==> config.mk <==
export PLATFORM = sky130hd
export DESIGN_NAME = password_entry
export DESIGN_NICKNAME = d
export VERILOG_FILES = /design/src/rtl/safebox_pkg.sv /design/src/rtl/safebox_timer.sv /design/src/rtl/password_entry.sv
export SDC_FILE = /design/constraint.sdc
export NUM_CORES = 1
export LEC_CHECK = 0
export CAP_MARGIN = 20
export CORE_AREA = 2 2 113 115
export CTS_CLUSTER_SIZE = 16
export DETAILED_ROUTE_END_ITERATION = 12
export DIE_AREA = 0 0 115 117
export MAX_ROUTING_LAYER = met4
export PLACE_DENSITY = 0.55
export REMOVE_ABC_BUFFERS = 1
export SLEW_MARGIN = 20
export SYNTH_ARGS = -nofsm -noshare
export SYNTH_HDL_FRONTEND = slang
export SYNTH_SLANG_ARGS = --single-unit
==> constraint.sdc <==
create_clock -name clk -period 2.8 [get_ports clk]
set_clock_uncertainty 0.2 [all_clocks]
set_input_delay 0.56 -clock clk [delete_from_list [all_inputs] [get_ports clk]]
set_output_delay 0.56 -clock clk [all_outputs]
set_load 0.005 [all_outputs]
==> src/rtl/safebox_pkg.sv <==
// Shared safe-box constants: key codes, blank digit code and FSM state type.
// Optional feature macro: PW_CHANGE_EN adds the NEWPW state.
package safebox_pkg;

  localparam logic [4:0] KEY_ENTER   = 5'd16;
  localparam logic [4:0] KEY_BSP     = 5'd17;
  localparam logic [4:0] KEY_CLR     = 5'd18;
  localparam logic [4:0] KEY_SHOW    = 5'd19;
  localparam logic [4:0] KEY_SET     = 5'd20;
  localparam logic [4:0] DIGIT_BLANK = 5'h1F;

`ifdef PW_CHANGE_EN
  typedef enum logic [2:0] {ST_ENTRY, ST_CHECK, ST_OPEN, ST_LOCKED, ST_NEWPW} state_t;
`else
  typedef enum logic [2:0] {ST_ENTRY, ST_CHECK, ST_OPEN, ST_LOCKED} state_t;
`endif

endpackage

==> src/rtl/safebox_timer.sv <==
// Shared OPEN/LOCKED timer: 29-bit saturating up-counter, terminal count chosen by sel_lock.
// Used by password_entry regardless of PW_CHANGE_EN.
module safebox_timer #(
  parameter logic [28:0] OPEN_TC = 29'd249_999_999,
  parameter logic [28:0] LOCK_TC = 29'd499_999_999
) (
  input  logic clk,
  input  logic rst_n,
  input  logic clr,
  input  logic run,
  input  logic sel_lock,
  output logic done
);

  logic [28:0] cnt;

  always_ff @(posedge clk or negedge rst_n) begin
    if (!rst_n)                  cnt <= '0;
    else if (clr)                cnt <= '0;
    else if (run && cnt != '1)   cnt <= cnt + 29'd1;
  end

  assign done = run && (cnt == (sel_lock ? LOCK_TC : OPEN_TC));

endmodule

==> src/rtl/password_entry.sv <==
// Keypad entry buffer, password compare, retry/lockout FSM for the 4-digit safe box.
// Define PW_CHANGE_EN to enable changing the password from the OPEN state (NEWPW).
module password_entry
  import safebox_pkg::*;
#(
  parameter logic [15:0] DEFAULT_PW  = 16'h1234,
  parameter int unsigned MAX_TRIES   = 3,
  parameter int unsigned OPEN_CYCLES = 250_000_000,
  parameter int unsigned LOCK_CYCLES = 500_000_000
) (
  input  logic       clk,
  input  logic       rst_n,
  input  logic       key_valid,
  input  logic [4:0] key_code,
  output logic [4:0] p0,
  output logic [4:0] p1,
  output logic [4:0] p2,
  output logic [4:0] p3,
  output logic       show_digits,
  output logic       unlock,
  output logic       locked,
  output logic       err_pulse,
  output logic [2:0] tries
);

  localparam logic [2:0]  MAX_T   = 3'(MAX_TRIES);
  localparam logic [28:0] OPEN_TC = 29'(OPEN_CYCLES - 1);
  localparam logic [28:0] LOCK_TC = 29'(LOCK_CYCLES - 1);

  state_t      state, state_n;
  logic [4:0]  p [4];
  logic [4:0]  p_n [4];
  logic [2:0]  cnt, cnt_n, cnt_m1;
  logic [2:0]  tries_n;
  logic        show_n, err_n, clr_buf, edit_st, tmr_done;
  logic [15:0] stored_pw, entered;

`ifdef PW_CHANGE_EN
  logic [15:0] pw_q, pw_n;
  assign stored_pw = pw_q;
  assign edit_st   = (state == ST_ENTRY) || (state == ST_NEWPW);
`else
  assign stored_pw = DEFAULT_PW;
  assign edit_st   = (state == ST_ENTRY);
`endif

  assign entered = {p[0][3:0], p[1][3:0], p[2][3:0], p[3][3:0]};
  assign cnt_m1  = cnt - 3'd1;
  assign {p0, p1, p2, p3} = {p[0], p[1], p[2], p[3]};

  safebox_timer #(.OPEN_TC(OPEN_TC), .LOCK_TC(LOCK_TC)) u_timer (
    .clk      (clk),
    .rst_n    (rst_n),
    .clr      (state_n != state),
    .run      ((state == ST_OPEN) || (state == ST_LOCKED)),
    .sel_lock (state == ST_LOCKED),
    .done     (tmr_done)
  );

  always_ff @(posedge clk or negedge rst_n) begin
    if (!rst_n) begin
      state <= ST_ENTRY;
      for (int unsigned i = 0; i < 4; i++) p[i] <= DIGIT_BLANK;
      cnt         <= '0;
      show_digits <= 1'b0;
      unlock      <= 1'b0;
      locked      <= 1'b0;
      err_pulse   <= 1'b0;
      tries       <= '0;
`ifdef PW_CHANGE_EN
      pw_q        <= DEFAULT_PW;
`endif
    end else begin
      state       <= state_n;
      p           <= p_n;
      cnt         <= cnt_n;
      show_digits <= show_n;
      unlock      <= (state_n == ST_OPEN);
      locked      <= (state_n == ST_LOCKED);
      err_pulse   <= err_n;
      tries       <= tries_n;
`ifdef PW_CHANGE_EN
      pw_q        <= pw_n;
`endif
    end
  end

  always_comb begin
    state_n = state;
    p_n     = p;
    cnt_n   = cnt;
    show_n  = show_digits;
    tries_n = tries;
    err_n   = 1'b0;
    clr_buf = 1'b0;
`ifdef PW_CHANGE_EN
    pw_n    = pw_q;
`endif

    // Buffer editing is identical in ENTRY and NEWPW, so it is handled once here.
    if (key_valid && edit_st) begin
      if (key_code < KEY_ENTER) begin
        if (cnt < 3'd4) begin
          p_n[cnt[1:0]] = key_code;
          cnt_n         = cnt + 3'd1;
        end
      end else if (key_code == KEY_BSP) begin
        if (cnt != '0) begin
          p_n[cnt_m1[1:0]] = DIGIT_BLANK;
          cnt_n            = cnt_m1;
        end
      end else if (key_code == KEY_CLR) begin
        clr_buf = 1'b1;
      end else if (key_code == KEY_SHOW) begin
        show_n = ~show_digits;
      end
    end

    case (state)
      ST_ENTRY:
        if (key_valid && key_code == KEY_ENTER && cnt == 3'd4) state_n = ST_CHECK;
      ST_CHECK: begin
        clr_buf = 1'b1;
        if (entered == stored_pw) begin
          state_n = ST_OPEN;
          tries_n = '0;
        end else begin
          err_n   = 1'b1;
          tries_n = tries + 3'd1;
          state_n = (tries_n == MAX_T) ? ST_LOCKED : ST_ENTRY;
        end
      end
      ST_OPEN:
        if (tmr_done || (key_valid && (key_code == KEY_ENTER || key_code == KEY_CLR)))
          state_n = ST_ENTRY;
`ifdef PW_CHANGE_EN
        else if (key_valid && key_code == KEY_SET) begin
          state_n = ST_NEWPW;
          clr_buf = 1'b1;
        end
`endif
      ST_LOCKED:
        if (tmr_done) begin
          state_n = ST_ENTRY;
          tries_n = '0;
        end
`ifdef PW_CHANGE_EN
      ST_NEWPW:
        if (key_valid) begin
          if (key_code == KEY_ENTER && cnt == 3'd4) begin
            pw_n    = entered;
            clr_buf = 1'b1;
            state_n = ST_ENTRY;
          end else if (key_code == KEY_CLR && cnt == '0) begin
            state_n = ST_ENTRY;
          end
        end
`endif
      default: state_n = ST_ENTRY;
    endcase

    if (clr_buf) begin
      for (int unsigned i = 0; i < 4; i++) p_n[i] = DIGIT_BLANK;
      cnt_n = '0;
    end
  end

endmodule

==> impl_results.md, run 1 <==
- CTS root buf: clkbuf_16
- Post-route ant nets: 0
- Max-Cap Viols: 0
- Slowest cell on the critical path: or3b_2
- Die W: 115 um
- Hold endpoint: show_digits
- Setup-failing EPs final: 0
- Critical-path cell list: or3b_2 -> or2_2 -> nor4_1 -> buf_4 -> a31oi_1 -> mux2_2
- Post-DP HPWL: 7010 um
- Cell Rows: 41
- Unrepaired setup endpoints after global routing: no
- EDFF count, synth: 0
- Total grt overflow: 0
- Required time worst endpoint: about 2.8 ns
- Final hold vios: 0
- Mean area per synthesized cell: slightly below 10 um2
- DRT iter0 DRCs: ~140
- Initial antenna violation count: 0
- Slew headroom: 57.7%
- Place WS: -0.0126 ns
- Worst Hold Depth: 1
- Async set-reset flop share out of synthesis: 100%
- Largest net degree at the start of global routing: 30
- Latest clock arrival within the worst-skew pair: about 0.34 ns
- Register share of total power: between 40% and 50%
- PortBufs: 34
- FF-to-FF setup slack: 0.30 ns
- Yosys warning count: 0
- CTS resizes: 0
- Int Pwr: around 2.2 mW
- Seq cells post-synth: 62
- CTS tree: yes
- Crit path time final: 2.50 ns
- Type of origin of the critical path: register
- Leakage: around 1.8 nW
- Mapped Cells: 364
- Crit path kind: reg2reg
- # IOs: 35
- Worst r2r src: u_timer.cnt[20]
- Synth Flop Type: dfrtp_1
- Final Wtd Congestion: 0.882
- Switching component of the power: 0.793 mW
- CTS sink cnt: 62
- CTS buffer count: 9
- CTS max path bufs: 2
- Worst hold path startpoint: show_digits
- Area grow syn2layout: 27.0%
- DR WL/cell: approximately 17 um
- WP data arrival: 2.52 ns
- Pwr/cell area: roughly 660 nW/um2
- Hold Path Class: reg2reg
- R2R cell count: 6
- Via count: 3,153
- Starting Density: 29.3%
- First-pass GRT wire length: roughly 16,000 um
- Status: finished clean
- Final worst setup slack: approximately 0.3 ns
- H-Tree Depth: 3
- Drt drc: 0
- Slew @ Worst Pin: between 0.6 and 0.7 ns
- Combinational share of power: around 23%
- Crit-path max cell delay: around 0.49 ns
- Commonest non-fill, non-tap cells in the layout: dfrtp_1 (42), clkdlybuf4s50_1 (33), nor3_1 (29)
- Sum Neg Setup Slack: 0 ns
- Number of global-route vias before repair: 3,166
- Clock transition at path regs: 0.05 ns
- DR pass1 iterations: 4
- Die Y-Extent: 117 um
- Maximum fanout along the worst path: 6
- Die ar.: ~13,000 um2
- Seq. cell area: 1580 um2
- Peak Freq: 400 MHz
- Reg-to-Reg End: tries[0]
- Worst IR Drop VDD: about 0.24 mV
- Number of fill cells: roughly 1,200
- Core area: between 10,000 and 15,000 um2
- Tcrit/Tclk final: 89.3%
- Sw Ratio: 26.4%
- Diode count: 0
- Share of cells above drive strength 1: 18.8%
- Multi-input gate area: roughly 1900 um2
- Post-Synthesis Cell Area: 3610 um2
- Netlist cell types: 63
- Crit end category: register
- Nets: 438
- Clock power share: around 36%
- Overall routed net length: 9610 um
- Seq/Total Area, Yosys: 43.7%
- Max Slew Vio Count: 0
- Via density: 5.47
- Total GRT Usage: approximately 16%
- Leading cell type in the layout, fill and taps excluded: dfrtp_1
## stage by stage
stage / std cells / power (mW) / util [%] / hold WS, ns / area, um2
detailed placement: 559 / 1.93 / 34.8 / 0.260 / 4280
finish: 576 / 3.01 / 37.2 / 0.273 / 4590
global route: 576 / 3.17 / 37.2 / 0.304 / 4590
floorplan: 346 / 1.55 / - / 0.0644 / 3530
global placement: 559 / 1.93 / 34.8 / 0.269 / 4280
CTS: 576 / 3.05 / 37.2 / 0.275 / 4590
## what timing repair did
action	CTS	global route
endpoints found under the hold margin	15	0
setup buffers	0	0
hold buffers	1	0
endpoints found under the setup margin	0	0
## synth_stat cells (7+ instances only)
cell,n,area share (%)
a211oi_1,10,2.1
or3_1,8,1.4
nand2_1,16,1.7
nand4_1,10,1.7
nor2b_1,8,1.4
a2bb2oi_1,16,3.9
nor2_1,9,0.94
nand3_1,12,1.7
inv_1,18,1.9
clkbuf_1,8,0.83
o21ai_0,14,1.9
and3_1,8,1.4
xnor2_1,18,4.4
nor4_1,11,1.9
dfrtp_1,42,29
nor3_1,29,4.0
ha_1,9,3.1
dfstp_2,20,15
buf_2,7,0.97
## routing by layer
layer  vias to the layer above  track usage (%)  routed length, um  share of wire, %
li1                       1510                -                  -                 -
met1                      1566             19.7               4530                47
met2                        57             24.2               4510                47
met3                        20             3.91                351               3.7
met4                         0             6.59                219               2.3
met5                         -                -                  0                 0
## cell families after synthesis
family	count (synthesis)	share of synthesized area [%]
other	1	0.104
flip-flops	62	43.7
adder cells (fa/ha/maj)	9	3.12
AO/OA/AOI/OAI	86	18.6
multiplexers	4	1.14
AND/OR/NAND/NOR	146	24.3
buffers and inverters	36	4.19
XOR/XNOR	20	4.85
## registers in the layout, indices dropped and copies added, names as in the netlist
signal,cells
show_digits,1
state,3
u_timer.cnt,29
err_pulse,1
locked,1
tries,3
unlock,1
p2,5
p1,5
p3,5
cnt,3
p0,5
## power groups by stage
stage / Clock [mW] / Combinational, mW / Sequential (mW)
after floorplan: 0 / 0.318 / 1.23
after global placement: 0 / 0.676 / 1.25
after detailed placement: 0 / 0.685 / 1.25
after CTS: 1.12 / 0.689 / 1.24
after global routing: 1.17 / 0.747 / 1.26
final: 1.09 / 0.679 / 1.24
## final cells by class
cell class                      count  area share [%]
Clock buffer                       14            6.22
Clock inverter                      2           0.246
Inverter                           18            1.47
Multi-Input combinational cell    266            41.0
Sequential cell                    62            34.4
Tap cell                          150            4.09
Timing Repair Buffer               64            12.6
## critical path, delay by kind of cell, from the launching register on
kind                   cells  cell delay (ns)
muxes                      1             0.32
DFF                        1             0.43
and+or+nand+nor            3             1.11
AOI/OAI and AO/OA          1             0.14
buffers and inverters      1             0.18
## worst max path at each step
stage / startpoint / end / slack, ns / cells past startpoint
floorplan: u_timer.cnt[24] / u_timer.cnt[12] / -0.03 / 5
global placement: key_code[0] / p0[3] / 0.007 / 6
detailed placement: key_code[3] / p1[4] / -0.01 / 7
CTS: u_timer.cnt[20] / tries[0] / 0.32 / 6
global route: key_code[3] / p2[4] / 0.15 / 7
finish: u_timer.cnt[20] / tries[0] / 0.30 / 6
Power figures use the tool's default switching activity.
==> run 2, diff against run 1 <==
- HOLD_SLACK_MARGIN: not set -> 0.05
==> results of run 2 <==
Final layout, timing and power as in run 1 (identical DEF).
==> run 3, diff against run 2 <==
- CTS_CLUSTER_SIZE: 16 -> not set
- clock period: 2.8 -> 3.1 ns (I/O delays scaled with it)
==> impl_results.md, run 3 (synthesized netlist as in run 1, its figures left out) <==
- Max reg flops: 29 (unchanged)
- Sum Neg Setup Slack: 0 ns (unchanged)
- Crit path time final: ~2.6 ns
- Max Slew Vio Count: 0 (unchanged)
- Leading cell type in the layout, fill and taps excluded: dfrtp_1 (unchanged)
- Die W: 115 um (unchanged)
- Pwr/cell area: 606 nW/um2 (was 656 nW/um2)
- Largest net degree at the start of global routing: 33 (was 30)
- Clock transition at path regs: 0.06 ns (was 0.05 ns)
- Initial antenna violation count: 0 (unchanged)
- Number of fill cells: 1,237 (was 1,215)
- CTS resizes: 0 (unchanged)
- CTS buffer count: 9 (unchanged)
- Area grow syn2layout: 24.6% (was 27.0%)
- Nets: 425 (was 438)
- Tcrit/Tclk final: 84.8%
- WP data arrival: 2.67 ns (was 2.52 ns)
- DR WL/cell: 17.8 um (was 16.7 um)
- Via count: 3,129 (was 3,153)
- Leakage: 1.71 nW (was 1.77 nW)
- Total GRT Usage: 16.3% (was 15.7%)
- Critical-path cell list: clkdlybuf4s50_1 -> or3b_1 -> o31a_1 -> a21oi_1 -> a21boi_0 -> buf_4 -> mux2i_1 (was or3b_2 -> or2_2 -> nor4_1 -> buf_4 -> a31oi_1 -> mux2_2)
- CTS sink cnt: 62 (unchanged)
- Max-Cap Viols: 0 (unchanged)
- Number of global-route vias before repair: 3,187 (was 3,166)
- First-pass GRT wire length: 16,700 um (was 15,900 um)
- Unrepaired setup endpoints after global routing: no (unchanged)
- PortBufs: 34 (unchanged)
- Total grt overflow: 0 (unchanged)
- Diode count: 0 (unchanged)
- Crit-path max cell delay: 0.52 ns (was 0.49 ns)
- Share of cells above drive strength 1: 16.7% (was 18.8%)
- Overall routed net length: 10,000 um (was 9610 um)
- Final Wtd Congestion: 0.857 (was 0.882)
- Worst IR Drop VDD: 0.236 mV (was 0.242 mV)
- Drt drc: 0 (unchanged)
- Post-DP HPWL: 7060 um (was 7010 um)
- Starting Density: 29.3% (unchanged)
- Worst setup startpoint: key_code[0] (was u_timer.cnt[20])
- Status: finished clean (unchanged)
- Die Y-Extent: 117 um (unchanged)
- Hold Path Class: in2async (was reg2reg)
- Via density: 5.56 (was 5.47)
- Cell Rows: 41 (unchanged)
- Largest register by flop count: u_timer.cnt (unchanged)
- Post-CTS Setup Bufs: 0 (unchanged)
- Required time worst endpoint: 3.15 ns (was 2.82 ns)
- CTS root buf: clkbuf_16 (unchanged)
- Die ar.: 13,500 um2 (unchanged)
- R2R cell count: 5 (was 6)
- Core area: 12,300 um2 (unchanged)
- CTS tree: yes (unchanged)
- Fin Hold WS: 0.147 ns (was 0.273 ns)
- Peak Freq: 381 MHz
- DR pass1 iterations: 4 (unchanged)
- Slew headroom: 50.5% (was 57.7%)
- Crit end category: register (unchanged)
- Type of origin of the critical path: primary input (was register)
- Slew @ Worst Pin: 0.742 ns (was 0.629 ns)
- Maximum fanout along the worst path: 5 (was 6)
- Crit path kind: in2reg (was reg2reg)
- Commonest non-fill, non-tap cells in the layout: dfrtp_1 (42), clkdlybuf4s50_1 (33), nor3_1 (29) (unchanged)
- # IOs: 35 (unchanged)
- Slowest cell on the critical path: clkdlybuf4s50_1 (was or3b_2)
- Setup-failing EPs final: 0 (unchanged)
- Post-route ant nets: 0 (unchanged)
- CTS max path bufs: 2 (unchanged)
- Final hold vios: 0 (unchanged)
- H-Tree Depth: 3 (unchanged)
- # hold bufs at CTS: 0 (was 1)
- Worst r2r src: u_timer.cnt[17] (was u_timer.cnt[20])
- DRT iter0 DRCs: 243 (was 136)
- Latest clock arrival within the worst-skew pair: 0.33 ns (was 0.34 ns)
-- run 3: per-stage QoR --
stage | area [um2] | util, % | power, mW | instances | setup slack, ns
after floorplan | 3530 | - | 1.40 | 346 | 0.274
after global placement | 4200 | 34.1 | 1.74 | 547 | 0.231
after detailed placement | 4200 | 34.1 | 1.75 | 547 | 0.171
after CTS | 4500 | 36.5 | 2.76 | 563 | 0.473
after global routing | 4500 | 36.5 | 2.86 | 563 | 0.234
final | 4500 | 36.5 | 2.73 | 563 | 0.472
-- run 3: path summary, 6_finish.rpt --
path | slack [ns] | to
min | 0.15 | u_timer.cnt[11]
min in group clk | 0.28 | show_digits
max reg2reg | 0.51 | u_timer.cnt[3]
max in group asynchronous | 1.86 | p3[4]
min reg2reg | 0.28 | show_digits
max | 0.47 | cnt[1]
-- run 3: cell type report --
class	count	area [um2]	area share, %
Multi-Input combinational cell	266	1880	41.8
Sequential cell	62	1580	35.1
Timing Repair Buffer	51	488	10.9
Clock buffer	12	268	5.95
Tap cell	150	188	4.17
Inverter	18	67.6	1.50
Clock inverter	4	27.5	0.612
-- run 3: where the power goes --
group | total, mW | leakage [nW] | switching, mW | internal (mW)
registers | 1.12 | 0.785 | 0.119 | 1.00
clock network | 0.989 | 0.144 | 0.377 | 0.612
logic | 0.615 | 0.781 | 0.256 | 0.359
total | 2.73 | 1.71 | 0.753 | 1.97
-- run 3: routing by layer --
metal  vias to the layer above  GRT usage (%)  wire, um
met2                        60           26.3      4850
met4                         0           7.23       223
met3                        21           2.73       311
met1                      1565           20.3      4630
li1                       1483              -         -
met5                         -              -         0
-- run 3: worst max-delay path: cells and delay by family --
kind,cells,cell delay (ns)
and+or+nand+nor,1,0.38
AOI/OAI and AO/OA,3,0.79
buffers and inverters,2,0.68
muxes,1,0.20
